<file path="src/rtl/i2s_stereo_tx_if.sv">
// ----------------------------------------------------------------------------
// i2s_stereo_tx_if
// Sample handshake between a stereo sample source and i2s_stereo_tx.
//   sample_l / sample_r : left / right sample, two's complement (DATA_W bits)
//   sample_valid        : source offers {sample_l, sample_r}
//   sample_ready        : transmitter holding buffer is empty
// Modports: master = sample source, slave = transmitter.
// ----------------------------------------------------------------------------
interface i2s_stereo_tx_if #(
    parameter int DATA_W = 16
);
    logic [DATA_W-1:0] sample_l;
    logic [DATA_W-1:0] sample_r;
    logic              sample_valid;
    logic              sample_ready;

    modport master (
        output sample_l,
        output sample_r,
        output sample_valid,
        input  sample_ready
    );

    modport slave (
        input  sample_l,
        input  sample_r,
        input  sample_valid,
        output sample_ready
    );
endinterface

</file>
<file path="src/rtl/i2s_stereo_tx.sv">
// ----------------------------------------------------------------------------
// i2s_stereo_tx
// I2S stereo transmitter for the WM8731 codec path. Takes independent
// left/right samples through a one-entry holding buffer and serializes them
// MSB first into SLOT_W-bit slots, with bclk derived from clk by CLK_DIV.
//
// Parameters:
//   DATA_W  : sample width per channel (8..32)
//   SLOT_W  : bclk periods per channel slot (>= DATA_W), LSB padding is 0
//   CLK_DIV : clk cycles per bclk half-period (>= 1)
//
// Ports:
//   i_clk      : system clock, posedge
//   i_reset    : synchronous active-high reset (also empties the buffer)
//   i_enable   : 1 = serializer runs, 0 = serializer held idle
//   s_if       : sample handshake (slave modport)
//   o_bclk     : bit clock to codec
//   o_ws       : word select, 0 = left, 1 = right
//   o_sd       : serial data, changes on bclk falling events
//   o_underrun : one-clk pulse when a frame starts with the buffer empty
//
// Configuration macro I2S_STEREO_TX_LJ_EN: when defined, ws follows the
// left-justified format (high exactly for the right slot, no one-bit lead).
// ----------------------------------------------------------------------------
module i2s_stereo_tx #(
    parameter int DATA_W  = 16,
    parameter int SLOT_W  = 16,
    parameter int CLK_DIV = 8
) (
    input  logic           i_clk,
    input  logic           i_reset,
    input  logic           i_enable,
    i2s_stereo_tx_if.slave s_if,
    output logic           o_bclk,
    output logic           o_ws,
    output logic           o_sd,
    output logic           o_underrun
);
    localparam int FRAME_W = 2 * SLOT_W;
    localparam int DIV_W   = $clog2(CLK_DIV) + 1;
    localparam int K_W     = $clog2(FRAME_W);
    localparam int PAD_W   = SLOT_W - DATA_W;

    localparam logic [DIV_W-1:0] DIV_LAST = DIV_W'(CLK_DIV - 1);
    localparam logic [K_W-1:0]   K_LAST   = K_W'(FRAME_W - 1);

    logic [DIV_W-1:0]   r_div_cnt;
    logic               r_bclk;
    logic               r_ws;
    logic               r_underrun;
    logic [K_W-1:0]     r_k;
    logic [FRAME_W-1:0] r_shreg;
    logic               r_full;
    logic [DATA_W-1:0]  r_buf_l;
    logic [DATA_W-1:0]  r_buf_r;

    logic               w_wrap;
    logic               w_fall;
    logic               w_load;
    logic               w_accept;
    logic               w_ws_next;
    logic [K_W-1:0]     w_k_next;
    logic [SLOT_W-1:0]  w_slot_l;
    logic [SLOT_W-1:0]  w_slot_r;

    assign w_wrap   = (r_div_cnt == DIV_LAST);
    // Falling event: the edge where bclk goes 1->0. Everything on the codec
    // side (sd, ws, k) moves only here so sd is stable at the bclk rise.
    assign w_fall   = i_enable && w_wrap && r_bclk;
    assign w_k_next = (r_k == K_LAST) ? '0 : r_k + 1'b1;
    assign w_load   = w_fall && (r_k == K_LAST);
    assign w_accept = s_if.sample_valid && !r_full;

    // Slot = sample left-aligned, zero padded below.
    assign w_slot_l = SLOT_W'(r_buf_l) << PAD_W;
    assign w_slot_r = SLOT_W'(r_buf_r) << PAD_W;

    // ws is computed for the bit index being entered, and registered on the
    // same falling event, so it lines up with the sd bit it describes.
`ifdef I2S_STEREO_TX_LJ_EN
    assign w_ws_next = (int'(w_k_next) >= SLOT_W);
`else
    assign w_ws_next = (int'(w_k_next) >= SLOT_W - 1) &&
                       (int'(w_k_next) <= FRAME_W - 2);
`endif

    // Serializer: divider, bit index, ws and shift register.
    always_ff @(posedge i_clk) begin
        if (i_reset || !i_enable) begin
            r_div_cnt  <= '0;
            r_bclk     <= 1'b0;
            r_ws       <= 1'b0;
            r_k        <= K_LAST;
            r_shreg    <= '0;
            r_underrun <= 1'b0;
        end else begin
            r_underrun <= 1'b0;
            if (w_wrap) begin
                r_div_cnt <= '0;
                r_bclk    <= ~r_bclk;
            end else begin
                r_div_cnt <= r_div_cnt + 1'b1;
            end
            if (w_fall) begin
                r_k  <= w_k_next;
                r_ws <= w_ws_next;
                if (w_load) begin
                    // Empty buffer at the frame boundary sends silence.
                    r_shreg    <= r_full ? {w_slot_l, w_slot_r} : '0;
                    r_underrun <= !r_full;
                end else begin
                    r_shreg <= {r_shreg[FRAME_W-2:0], 1'b0};
                end
            end
        end
    end

    // Holding buffer. Runs regardless of i_enable. A load in the same clk
    // as an accept sees the old (empty) state, so there is no bypass.
    always_ff @(posedge i_clk) begin
        if (i_reset) begin
            r_full  <= 1'b0;
            r_buf_l <= '0;
            r_buf_r <= '0;
        end else if (w_accept) begin
            r_full  <= 1'b1;
            r_buf_l <= s_if.sample_l;
            r_buf_r <= s_if.sample_r;
        end else if (w_load) begin
            r_full  <= 1'b0;
        end
    end

    assign s_if.sample_ready = !r_full;
    assign o_bclk            = r_bclk;
    assign o_ws              = r_ws;
    assign o_sd              = r_shreg[FRAME_W-1];
    assign o_underrun        = r_underrun;
endmodule

</file>
<file path="src/flat_wrapper.sv">
// flat-port wrapper written by rule: the top's interface ports become plain ports
module i2s_stereo_tx_flat 
#(
    parameter int DATA_W  = 16,
    parameter int SLOT_W  = 16,
    parameter int CLK_DIV = 8
)
  (i_clk, i_reset, i_enable, o_bclk, o_ws, o_sd, o_underrun, s_if_sample_l, s_if_sample_r, s_if_sample_valid, s_if_sample_ready);
  i2s_stereo_tx_if #(.DATA_W(DATA_W)) s_if_i ();
  input  logic i_clk;
  input  logic i_reset;
  input  logic i_enable;
  output logic o_bclk;
  output logic o_ws;
  output logic o_sd;
  output logic o_underrun;
  input wire logic [$bits(s_if_i.sample_l)-1:0] s_if_sample_l;
  input wire logic [$bits(s_if_i.sample_r)-1:0] s_if_sample_r;
  input wire logic [$bits(s_if_i.sample_valid)-1:0] s_if_sample_valid;
  output wire logic [$bits(s_if_i.sample_ready)-1:0] s_if_sample_ready;
  assign s_if_i.sample_l = s_if_sample_l;
  assign s_if_i.sample_r = s_if_sample_r;
  assign s_if_i.sample_valid = s_if_sample_valid;
  assign s_if_sample_ready = s_if_i.sample_ready;
  i2s_stereo_tx #(.DATA_W(DATA_W), .SLOT_W(SLOT_W), .CLK_DIV(CLK_DIV)) u_core (.i_clk(i_clk), .i_reset(i_reset), .i_enable(i_enable), .s_if(s_if_i), .o_bclk(o_bclk), .o_ws(o_ws), .o_sd(o_sd), .o_underrun(o_underrun));
endmodule
</file>
<file path="config.mk">
export PLATFORM = sky130hd
export DESIGN_NAME = i2s_stereo_tx_flat
export DESIGN_NICKNAME = d
export VERILOG_FILES = /design/src/rtl/i2s_stereo_tx_if.sv /design/src/rtl/i2s_stereo_tx.sv /design/src/flat_wrapper.sv
export SDC_FILE = /design/constraint.sdc
export NUM_CORES = 1
export LEC_CHECK = 0
export CAP_MARGIN = 15
export CORE_ASPECT_RATIO = 0.6
export CORE_MARGIN = 2
export CORE_UTILIZATION = 45
export CTS_BUF_LIST = sky130_fd_sc_hd__clkbuf_8
export CTS_CLUSTER_DIAMETER = 30
export DETAILED_ROUTE_END_ITERATION = 10
export PLACE_DENSITY = 0.67
export SLEW_MARGIN = 25
export SYNTH_ARGS = -nofsm -noshare
export SYNTH_HDL_FRONTEND = slang
export SYNTH_SLANG_ARGS = --single-unit
</file>
<file path="constraint.sdc">
create_clock -name i_clk -period 2.5 [get_ports i_clk]
set_input_delay 0.25 -clock i_clk [delete_from_list [all_inputs] [get_ports i_clk]]
set_output_delay 0.25 -clock i_clk [all_outputs]
set_load 0.1 [all_outputs]
</file>
Word level (Yosys, flattened, before mapping)
Cells that the tools add are included.
{"block": "totals", "register_bits": 77, "input_bits": 36, "output_inout_bits": 5, "word_cells": 34}
{"block": "op_classes", "addsub": 2, "magnitude_cmp": 2, "n_eq_ne": 2, "n_mux": 5, "bitwise_logic": 3, "reduce_logical": 11}
{"cell": "$mux 32", "n": 2}
{"cell": "$add 5x1->5 const B", "n": 1}
{"cell": "$eq 5x5->1 const B", "n": 1}
{"cell": "$ge 5x4->1 const B", "n": 1}
{"cell": "$le 5x5->1 const B", "n": 1}
{"cell": "$logic_and 1x1->1", "n": 5}
{"cell": "$mux 5", "n": 1}
{"cell": "$add 4x1->4 const B", "n": 1}
{"cell": "$eq 4x3->1 const B", "n": 1}
{"cell": "$not 1->1", "n": 3}
{"cell": "$reduce_or 3->1", "n": 1}
{"cell": "$logic_not 1->1", "n": 2}
{"cell": "$mux 1", "n": 2}
{"cell": "$reduce_bool 2->1", "n": 1}
{"cell": "$reduce_or 2->1", "n": 1}
{"cell": "$logic_or 1x1->1", "n": 1}

Depth between registers and ports, before layout
{"block": "logic_depth", "ltp_word": 6, "depth_mapped": 8, "depth_no_buf": 8}

Worst setup path before layout
Ideal clock, no wire load.
{"block": "synth_path", "path_type": "reg-to-reg", "from": "register u_core.r_bclk, in the netlist u_core.o_bclk", "to": "register u_core.r_shreg[17]", "setup_ns": 0.132, "t_arrival_ns": 2.040, "t_required_ns": 2.368, "setup_slack_ns": 0.328, "path_stages_with_launch": 7, "n_path_buf": 2, "synth_period_minus_slack_ns": 2.172, "path_cell_list": "dfxtp_1 > nand4b_4 > or2_1 > buf_6 > buf_8 > a311oi_1 > nor3_1"}
{"block": "synth_via", "elab_chain_len": 3}
{"element": "start, declared", "line": "i2s_stereo_tx.sv:48", "text": "logic r_bclk;"}
{"element": "start signal, assigned", "line": "i2s_stereo_tx.sv:100", "text": "r_bclk <= ~r_bclk;"}
{"element": "$logic_and 1x1->1 (*)", "line": "i2s_stereo_tx.sv:69", "text": "assign w_fall = i_enable && w_wrap && r_bclk;"}
{"element": "$logic_and 1x1->1", "line": "i2s_stereo_tx.sv:71", "text": "assign w_load = w_fall && (r_k == K_LAST);"}
{"element": "$mux 32", "line": "i2s_stereo_tx.sv:107", "text": "if (w_load) begin"}
{"element": "end signal, assigned", "line": "i2s_stereo_tx.sv:109", "text": "r_shreg <= r_full ? {w_slot_l, w_slot_r} : '0;"}
{"element": "end signal, assigned", "line": "i2s_stereo_tx.sv:112", "text": "r_shreg <= {r_shreg[FRAME_W-2:0], 1'b0};"}
{"element": "end, declared", "line": "i2s_stereo_tx.sv:52", "text": "logic [FRAME_W-1:0] r_shreg;"}
Mark *: on every way between the ends. The rest lies on a longest branch, timed or not.
A chain may end at the register's enable or synchronous reset.

Final worst setup path
{"block": "layout_path", "from": "register u_core.r_k[0]", "to": "register u_core.r_shreg[2]"}
{"block": "layout_via", "elab_chain_len": 3}
{"element": "start, declared", "line": "i2s_stereo_tx.sv:51", "text": "logic [K_W-1:0] r_k;"}
{"element": "start signal, assigned", "line": "i2s_stereo_tx.sv:105", "text": "r_k <= w_k_next;"}
{"element": "$eq 5x5->1", "line": "i2s_stereo_tx.sv:71"}
{"element": "$logic_and 1x1->1", "line": "i2s_stereo_tx.sv:71"}
{"element": "$mux 32", "line": "i2s_stereo_tx.sv:107"}
Every way passes these cells.

==> metrics.md <==
| Metric | Value |
|---|---|
| Kind of critical path | `reg2reg` |
| CP Capture Type | `flop` |
| Die X | `approximately 110 um` |
| Syn_area_per_cell | `just over 8 sq um` |
| ANT nets after route | `0` |
| Status | `completed` |
| PwrDens | `approximately 600 nW/um^2` |
| MaxCap Viol Count | `0` |
| Vias per cell | `just over 5` |
| Mapped Nets | `around 440` |
| Worst EP required | `approximately 2700 ps` |
| Setup Fix Bufs, Post-CTS | `0` |
| Worst hold-check path type | `in2reg` |
| Core area | `about 7000 sq um` |
| Antenna cells | `0` |
| Clk sinks | `just under 80` |
| Seq cells post-synth | `77` |
| Placed Area | `3690 sq um` |
| WP buf/inv | `1` |
| Drt wl/cell | `between 10 and 15 um` |
| Critical Path, Cell by Cell | `ha_1 > and3_1 > ha_2 > buf_4 > nor2b_1 > a311oi_1 > nor3_1` |
| Final setup vio count | `0` |
| Pre-CTS setup slack | `just over 600 ps` |
| Hold WS | `between 400 and 500 ps` |
| Ports | `roughly 40` |
| Fin Clk Skew | `~5.8 ps` |
| Drt drc | `0` |
| F_max | `~0.52 GHz` |
| Grt ovf | `0` |
| Post-synthesis cell type count | `32` |
| Seq/Total Area, Yosys | `between 40% and 50%` |
| CP Launch Type | `flop` |
| Post-Synthesis Cells | `395` |
| Unrepaired setup endpoints after global routing | `false` |
| Setup_tns | `0 ps` |
| Slowest stage cell, crit path | `dfxtp_1` |
| Slew Viols, Final | `0` |
| Crit path time final | `approximately 1900 ps` |
| Reg clk slew, reported paths | `roughly 70 ps` |
| Top delay family on crit path | `adder cells` |
| Root Driver | `clkbuf_8` |
| Starting density of the core | `between 40 and 50%` |
| CP peak stage delay | `approximately 490 ps` |
| Max VDD drop | `between 0.4 and 0.5 mV` |
| P&R area growth vs syn | `18.50%` |
| Post-Syn Area | `around 3300 sq um` |
| Final RePlAce weighted congestion | `a little under 0.8` |
| Row cnt | `23` |
| Die Height | `69.86 um` |
| Clock insertion delay at the later pin of the skew report | `roughly 350 ps` |
| Commonest non-fill, non-tap cells in the layout | `dfxtp_1, nand2_1, nor2_1` |
| Initial antenna violation count | `0` |
| Port bufs | `40` |
| Ys Warns | `0` |
| CTS resizes | `0` |
| Worst-Margin Slew | `just under 400 ps` |
| Final worst slack | `~560 ps` |
| First-pass detailed-route iteration total | `5` |
| Final worst path period share | `between 70 and 80%` |
| Final hold vios | `0` |
| Cts bufs inserted | `9` |
| Die Area | `a little under 8000 sq um` |
| Largest net degree at the start of global routing | `35` |
| CTS tree | `built` |
| First-pass GRT wire length | `between 10000 and 15000 um` |
| Vias post-DR | `between 2000 and 3000` |
| Max FO, Critical Path | `21` |
| Commonest non-fill, non-tap cell in the layout | `dfxtp_1` |
| CTS H-Tree Depth | `3` |
| Leakage power | `approximately 1.4 nW` |
| Dpl hpwl | `around 4500 um` |
| DRT Wirelength | `approximately 7100 um` |
| Final-stage net count | `467` |
| Post-route cell area | `approximately 3900 sq um` |
| Starting DRT DRC Count | `162` |
| Relative slew slack | `roughly 74%` |
| Vias in the first global route | `between 2000 and 2500` |
| Layout cells sized above 1 | `around 8.6%` |
| Hold_buf cts | `0` |
| Clock buffer depth | `2` |
| Critical Path AT | `2170 ps` |
| Overall global routing resource usage | `18.63%` |
==> registers in the layout (all words and copies together) (netlist names) <==
name / count
u_core.r_full: 1
u_core.r_buf_r: 16
u_core.r_buf_l: 16
u_core.r_k: 5
u_core.o_underrun: 1
u_core.r_div_cnt: 4
u_core.o_ws: 1
u_core.o_bclk: 1
u_core.r_shreg: 32
==> per-stage QoR <==
stage                     power, mW  cells  utilization [%]
final                         2.272    516            56.52
after global routing          2.370    516            56.52
after CTS                     2.302    516            56.52
after detailed placement      1.497    502            54.10
after global placement        1.493    502            54.10
after floorplan               1.402    395                -
==> logic make-up (layout without fill, tap and decap cells) <==
kind of cell             Yosys count  in the layout  share of synthesized area, %
flip-flops                        77             77                         47.38
XOR/XNOR                           3              3                        0.8078
buffers and inverters             37             71                         5.846
multiplexers                       1              1                        0.3077
adder cells (fa/ha/maj)            5              5                         1.923
AO/OA/AOI/OAI                     76             76                         15.77
AND/OR/NAND/NOR                  196            196                         27.96
==> worst reg2reg max path: stages, from the launching register on <==
cell,delay (ps)
dfxtp_1,490
ha_1,270
and3_1,180
ha_2,230
buf_4,250
nor2b_1,80
a311oi_1,240
nor3_1,70
==> final cells by class <==
type	count	area [sq um]
fillers	632	2965
flip-flops and latches	77	1541
multi-input cells	281	1526
clock buffers	11	151.4
well taps	87	108.9
inverters	4	15.01
repair buffers	53	498.0
clock inverters	3	13.76
==> layer usage <==
metal	vias to the layer above	global-route usage [%]	wire length, um
met5	-	0	0
met4	0	6.098	56
met3	6	5.642	396
met2	51	27.35	2906
met1	1204	26.18	3743
li1	1422	-	-
==> report_power, final <==
group | internal (mW) | total, mW | leakage, nW | switching (mW)
clock | 0.396 | 0.803 | 0.0922 | 0.407
sequential | 1.26 | 1.28 | 0.626 | 0.0212
combinational | 0.0830 | 0.186 | 0.633 | 0.103
==> final timing paths <==
path	startpoint	endpoint	slack, ps	cells after the start
setup / recovery	u_core.r_k[0]	u_core.r_shreg[2]	560	7
hold / removal	s_if_sample_l[15]	u_core.r_buf_l[15]	440	3
setup reg to reg	u_core.r_k[0]	u_core.r_shreg[2]	560	7
hold reg to reg	u_core.r_shreg[0]	u_core.r_shreg[0]	450	2
==> cells in the mapped netlist, drive strengths merged <==
cell type / number / area share [%]
dfxtp: 77 / 47
nand2: 73 / 8.4
nor2: 43 / 5.0
a21oi: 36 / 5.5
nor3: 34 / 5.2
nor2b: 32 / 6.2
a311oi: 31 / 8.5
clkbuf: 19 / 2.2
buf: 14 / 3.2
nand3: 6 / 0.92
ha: 5 / 1.9
o21ai: 5 / 0.77
inv: 4 / 0.46
and3: 2 / 0.38
xor2: 2 / 0.54
a21boi: 1 / 0.23
a31oi: 1 / 0.19
a41oi: 1 / 0.27
mux2i: 1 / 0.31
nand2b: 1 / 0.19
nand3b: 1 / 0.23
nand4: 1 / 0.19
nand4b: 1 / 0.73
o211ai: 1 / 0.23
or2: 1 / 0.19
or4: 1 / 0.27
xnor2: 1 / 0.27
(Power assumes the default switching activity.)
